[config.mk]
export PLATFORM = sky130hd
export DESIGN_NAME = bot_port_master
export DESIGN_NICKNAME = d
export VERILOG_FILES = /design/src/rtl/bot_port_master.sv
export SDC_FILE = /design/constraint.sdc
export NUM_CORES = 1
export LEC_CHECK = 0
export ABC_AREA = 1
export CORE_ASPECT_RATIO = 1.5
export CORE_MARGIN = 8
export CORE_UTILIZATION = 40
export CTS_BUF_LIST = sky130_fd_sc_hd__clkbuf_8
export CTS_CLUSTER_DIAMETER = 80
export DETAILED_ROUTE_END_ITERATION = 6
export GPL_TIMING_DRIVEN = 0
export RECOVER_POWER = 100
export SLEW_MARGIN = 20
export SYNTH_ARGS = -nofsm -noshare
export SYNTH_HDL_FRONTEND = slang
export SYNTH_SLANG_ARGS = --single-unit
[constraint.sdc]
create_clock -name clk -period 1.5 [get_ports clk]
set_input_delay 0.45 -clock clk [delete_from_list [all_inputs] [get_ports clk]]
set_output_delay 0.45 -clock clk [all_outputs]
set_load 0.05 [all_outputs]
[src/rtl/bot_port_master.sv]
// Port-bus initiator that services bot-update interrupts with a line-follow controller and watchdog stop.
// Optional digit-port writes of LocX are enabled by defining BOT_PORT_MASTER_DIGITS_EN.
module bot_port_master #(
   parameter int unsigned WDOG_CYC  = 2_000_000,
   parameter logic [7:0]  P_LOCX    = 8'h0A,
   parameter logic [7:0]  P_LOCY    = 8'h0B,
   parameter logic [7:0]  P_SENSORS = 8'h0C,
   parameter logic [7:0]  P_BOTINFO = 8'h0D,
   parameter logic [7:0]  P_MOTCTL  = 8'h09,
   parameter logic [7:0]  P_LEDS    = 8'h02,
   parameter logic [7:0]  MOT_FWD   = 8'h33,
   parameter logic [7:0]  MOT_LEFT  = 8'h03,
   parameter logic [7:0]  MOT_RIGHT = 8'h30,
   parameter logic [7:0]  MOT_STOP  = 8'h00
) (
   input  logic       clk,
   input  logic       rst,
   output logic [7:0] port_id,
   output logic [7:0] out_port,
   input  logic [7:0] in_port,
   output logic       read_strobe,
   output logic       write_strobe,
   output logic       k_write_strobe,
   input  logic       interrupt,
   output logic       interrupt_ack,
   output logic       busy
);

   localparam int unsigned WD_W = $clog2(WDOG_CYC);
   localparam logic [7:0]  P_DIG_LO = 8'h13;
   localparam logic [7:0]  P_DIG_HI = 8'h14;
   localparam logic        TURN_LEFT  = 1'b0;
   localparam logic        TURN_RIGHT = 1'b1;
`ifdef BOT_PORT_MASTER_DIGITS_EN
   localparam logic [1:0]  WR_LAST = 2'd3;
`else
   localparam logic [1:0]  WR_LAST = 2'd1;
`endif

   typedef enum logic [2:0] {
      S_IDLE, S_ACK, S_RSET, S_RSTB, S_DECIDE, S_WSET, S_WSTB
   } state_t;

   state_t          state, state_d;
   logic [1:0]      rd_idx, rd_idx_d;
   logic [1:0]      wr_idx, wr_idx_d;
   logic            wd_mode, wd_mode_d;
   logic [7:0]      port_id_d, out_port_d;
   logic [WD_W-1:0] wdog;
   logic            last_turn;
   logic [2:0]      sensors;
   logic [7:0]      botinfo;
   logic [7:0]      mot_cmd_c;
`ifdef BOT_PORT_MASTER_DIGITS_EN
   logic [7:0]      locx;
`endif

   assign k_write_strobe = 1'b0;

   function automatic logic [7:0] rd_port(input logic [1:0] idx);
      case (idx)
         2'd0:    rd_port = P_LOCX;
         2'd1:    rd_port = P_LOCY;
         2'd2:    rd_port = P_SENSORS;
         default: rd_port = P_BOTINFO;
      endcase
   endfunction

   // Line-follow decision; all-off repeats the last turn to search for the line
   always_comb begin
      mot_cmd_c = MOT_FWD;
      case (sensors)
         3'b100, 3'b110: mot_cmd_c = MOT_LEFT;
         3'b001, 3'b011: mot_cmd_c = MOT_RIGHT;
         3'b000:         mot_cmd_c = (last_turn == TURN_LEFT) ? MOT_LEFT : MOT_RIGHT;
         default:        mot_cmd_c = MOT_FWD;
      endcase
   end

   always_comb begin
      state_d    = state;
      rd_idx_d   = rd_idx;
      wr_idx_d   = wr_idx;
      wd_mode_d  = wd_mode;
      port_id_d  = port_id;
      out_port_d = out_port;
      unique case (state)
         S_IDLE: begin
            if (interrupt) begin
               state_d = S_ACK;
            end else if (wdog == WD_W'(WDOG_CYC - 1)) begin
               state_d    = S_WSET;
               wd_mode_d  = 1'b1;
               wr_idx_d   = 2'd0;
               port_id_d  = P_MOTCTL;
               out_port_d = MOT_STOP;
            end
         end
         S_ACK: begin
            state_d   = S_RSET;
            rd_idx_d  = 2'd0;
            wd_mode_d = 1'b0;
            port_id_d = P_LOCX;
         end
         S_RSET: state_d = S_RSTB;
         S_RSTB: begin
            if (rd_idx == 2'd3) begin
               state_d = S_DECIDE;
            end else begin
               state_d   = S_RSET;
               rd_idx_d  = rd_idx + 2'd1;
               port_id_d = rd_port(rd_idx + 2'd1);
            end
         end
         S_DECIDE: begin
            state_d    = S_WSET;
            wr_idx_d   = 2'd0;
            port_id_d  = P_MOTCTL;
            out_port_d = mot_cmd_c;
         end
         S_WSET: state_d = S_WSTB;
         S_WSTB: begin
            if (wd_mode || wr_idx == WR_LAST) begin
               state_d = S_IDLE;
            end else begin
               state_d  = S_WSET;
               wr_idx_d = wr_idx + 2'd1;
               case (wr_idx + 2'd1)
`ifdef BOT_PORT_MASTER_DIGITS_EN
                  2'd2: begin
                     port_id_d  = P_DIG_LO;
                     out_port_d = {4'h0, locx[3:0]};
                  end
                  2'd3: begin
                     port_id_d  = P_DIG_HI;
                     out_port_d = {4'h0, locx[7:4]};
                  end
`endif
                  default: begin
                     port_id_d  = P_LEDS;
                     out_port_d = botinfo;
                  end
               endcase
            end
         end
         default: state_d = S_IDLE;
      endcase
   end

   // State and registered bus outputs, derived from the next state
   always_ff @(posedge clk) begin
      if (rst) begin
         state         <= S_IDLE;
         rd_idx        <= 2'd0;
         wr_idx        <= 2'd0;
         wd_mode       <= 1'b0;
         port_id       <= 8'h00;
         out_port      <= 8'h00;
         read_strobe   <= 1'b0;
         write_strobe  <= 1'b0;
         interrupt_ack <= 1'b0;
         busy          <= 1'b0;
      end else begin
         state         <= state_d;
         rd_idx        <= rd_idx_d;
         wr_idx        <= wr_idx_d;
         wd_mode       <= wd_mode_d;
         port_id       <= port_id_d;
         out_port      <= out_port_d;
         read_strobe   <= (state_d == S_RSTB);
         write_strobe  <= (state_d == S_WSTB);
         interrupt_ack <= (state_d == S_ACK);
         busy          <= (state_d != S_IDLE);
      end
   end

   // Read capture, turn memory and idle watchdog
   always_ff @(posedge clk) begin
      if (rst) begin
         wdog      <= '0;
         last_turn <= TURN_LEFT;
         sensors   <= 3'b000;
         botinfo   <= 8'h00;
`ifdef BOT_PORT_MASTER_DIGITS_EN
         locx      <= 8'h00;
`endif
      end else begin
         if (state == S_IDLE && state_d == S_IDLE && wdog != WD_W'(WDOG_CYC - 1))
            wdog <= wdog + WD_W'(1);
         else
            wdog <= '0;
         if (state == S_RSTB) begin
            case (rd_idx)
`ifdef BOT_PORT_MASTER_DIGITS_EN
               2'd0:    locx    <= in_port;
`endif
               2'd2:    sensors <= in_port[2:0];
               2'd3:    botinfo <= in_port;
               default: ;
            endcase
         end
         if (state == S_DECIDE) begin
            case (sensors)
               3'b100, 3'b110: last_turn <= TURN_LEFT;
               3'b001, 3'b011: last_turn <= TURN_RIGHT;
               default:        ;
            endcase
         end
      end
   end

endmodule

==> results.toml <==
[setup_path]
cp-start-kind = "flip-flop"
path_class = "flip-flop to flip-flop"
path_max_fanout = 5
critical_path_required_ns = 1.75
r2r_cells = 10
end_kind = "flip-flop"
worstPathArrival_ns = 1.91

[cts]
clockRootBuffer = "clkbuf_8"
cts_num_sinks = 57
clkLatencyLatePin_ns = 0.35
cts.path.max_buffers = 2
cts.clk_slew.worst_paths_ns = 0.06
h-tree-depth = 3
tritoncts = "built"
cts_made_buffers = 9

[synth]
synth.distinct_cells = 26
ys_warn_count = 0
synth_edf_count = 0
netlist_instances = 399
yosys.area.top_type = "dfxtp_1"
synth_area_leaders = "dfxtp_1 (41%), nand2_1 (11%), nor2_1 (10%)"
synth-main-ff-cell = "dfxtp_1"
synth.most_common_cell = "nand2_1"
synth-seq-cells = 57
yosys-top-cells-count = "nand2_1 (82), nor2_1 (74), dfxtp_1 (57)"
syn_avg_cell_area_um2 = 6.96
ys_seq_area_frac = 0.411
synthDominantCellAreaShare = 0.411
netlist_area_um2 = 2780
synthArstFlopShare = 0

[timing]
fin_hold_ws_ns = 0.448
rsz0062_at_grt = "yes"
finalSetupTns_ns = -2.45
maxSlewViolCount = 0
fmax_ghz = 0.603
final_min_period_over_clock_period = 1.11
finalCriticalPeriod_ns = 1.66
setup_slack_ns = -0.159
hold_viol_final = 0
maxSlewHeadroom = 0.623
worst_slew_pin_slew_ns = 0.565
finClkSkew_ns = 0.00988
setup_viol = 23

[finish]
final_cell_area_um2 = 3650
area_growth_syn_to_layout_pct = 31.5
nets = 472
drive_gt1_frac = 0.255
antennaDiodeCount = 0

[floorplanning]
core.rowCount = 37
coreArea_um2 = 6810
io_pins = 32
die_h_um = 118
start_util = 0.408
fp.dieW_um = 84.0
die_area_um2 = 9920

[pwr]
cellLeakagePower_nw = 1.50
max-vdd-ir-drop_mv = 0.693
power_density_nw_per_um2 = 1160

[drt]
routed_wl_mm = 6.71
wl_per_cell_um = 12.4
drc = 0
dr.first_iter.drc_count = 80
ant_nets = 0
dr_total_vias = 2510
avgViaCountPerCell = 4.65
first_pass_iters = 4

[min_path]
worstHoldPathCells = 2
hold_class = "flip-flop to flip-flop"

[placement]
hpwl_mm = 4.89
numPortBuffers = 26
post_dp_cell_area_um2 = 3170
gp_congestion = 0.856

[grt]
grt.met3_usage = 0.0436
grtUsageTotal = 0.144
grt_util_met1 = 0.138
grt_overflow = 0
grt_pass1_wl_mm = 11.6
antenna_found_initial = 0
grt_max_degree = 11
grt_pass1_vias = 2555
grt.busiest_layer = "met2"
met2_usage = 0.262

[run]
maxCapViolations = 0

[outcome]
failed_checks = "negative setup slack"
status = "finished, violations left"
==> stage by stage <==
| stage | total power [mW] | std cells | setup slack, ns | utilization |
|---|---|---|---|---|
| after floorplan | 2.33 | 403 | 0.00704 | - |
| after global placement | 2.57 | 507 | -0.433 | 0.466 |
| after detailed placement | 2.58 | 507 | -0.424 | 0.466 |
| after CTS | 4.27 | 536 | -0.0760 | 0.529 |
| after global routing | 4.44 | 540 | -0.229 | 0.537 |
| final | 4.22 | 540 | -0.159 | 0.537 |
==> routing by layer <==
metal,vias up,wire length (um)
met5,-,0
li1,1345,-
met1,1110,2630
met4,0,174
met3,17,245
met2,38,3660
==> critical path, stage by stage, from the launching register on <==
cell and delay, ns:
dfxtp_2 0.36, ha_4 0.15, nand3_4 0.09, nor2_4 0.10
nand4_1 0.19, nor2_2 0.24, nor2_4 0.07, nand3_4 0.09
buf_12 0.12, buf_16 0.11, nor2_4 0.03
==> cell usage in the layout (no fill, tap or decap), drive strengths merged, types with 3 or more instances in the layout <==
cell type | Yosys | routed
a21oi | 20 | 20
buf | 9 | 26
clkbuf | 5 | 31
clkdlybuf4s50 | 0 | 9
conb | 1 | 5
dfxtp | 57 | 57
ha | 4 | 4
inv | 57 | 58
nand2 | 86 | 86
nand3 | 21 | 21
nand4 | 14 | 14
nor2 | 87 | 87
nor3 | 6 | 6
o21ai | 10 | 10
xnor2 | 3 | 3
xor2 | 15 | 15
==> power by group <==
group	leakage [nW]	switching, mW	internal [mW]
Combinational	0.913	0.636	0.323
Clock	0.120	0.610	0.988
Sequential	0.470	0.0572	1.60
==> path summary, 6_finish.rpt <==
check,slack [ns],end,start
setup reg to reg,-0.16,wdog[11]$_SDFF_PP0_,wdog[1]$_SDFF_PP0_
hold / removal,0.45,port_id[3]$_SDFFE_PP0P_,port_id[3]$_SDFFE_PP0P_
setup / recovery,-0.16,wdog[11]$_SDFF_PP0_,wdog[1]$_SDFF_PP0_
hold reg to reg,0.45,port_id[3]$_SDFFE_PP0P_,port_id[3]$_SDFFE_PP0P_
==> cell type report <==
type	count	area [um2]
plain buffers	13	87.6
repair buffers	44	377
multi-input cells	275	1480
fillers	670	3150
flip-flops and latches	57	1170
well taps	78	97.6
clock buffers	14	193
clock inverters	2	33.8
inverters	57	214
==> what timing repair did <==
action | 4_1_cts | 5_1_grt
pin swaps | 3 | 6
resized for setup | 114 | 16
buffers inserted | 12 | 5
setup endpoints to repair | 60 | 46
hold buffers | 0 | 0
cloned | 1 | 0
==> kinds of logic after synthesis <==
group | count (synthesis) | share of synthesized area
fa+ha+maj | 4 | 0.0180
buf+inv | 71 | 0.110
xor+xnor | 18 | 0.0568
other cells | 1 | 0.00135
flops | 57 | 0.411
compound gates | 31 | 0.0572
simple gates | 217 | 0.346
==> registers in the layout, summed over array words and instances, names as in the netlist, 2 cells and up <==
| name | flops |
|---|---|
| wr_idx | 2 |
| state | 3 |
| botinfo | 8 |
| sensors | 3 |
| out_port | 8 |
| rd_idx | 2 |
| wdog | 21 |
| port_id | 4 |
Power figures use the tool's default switching activity.
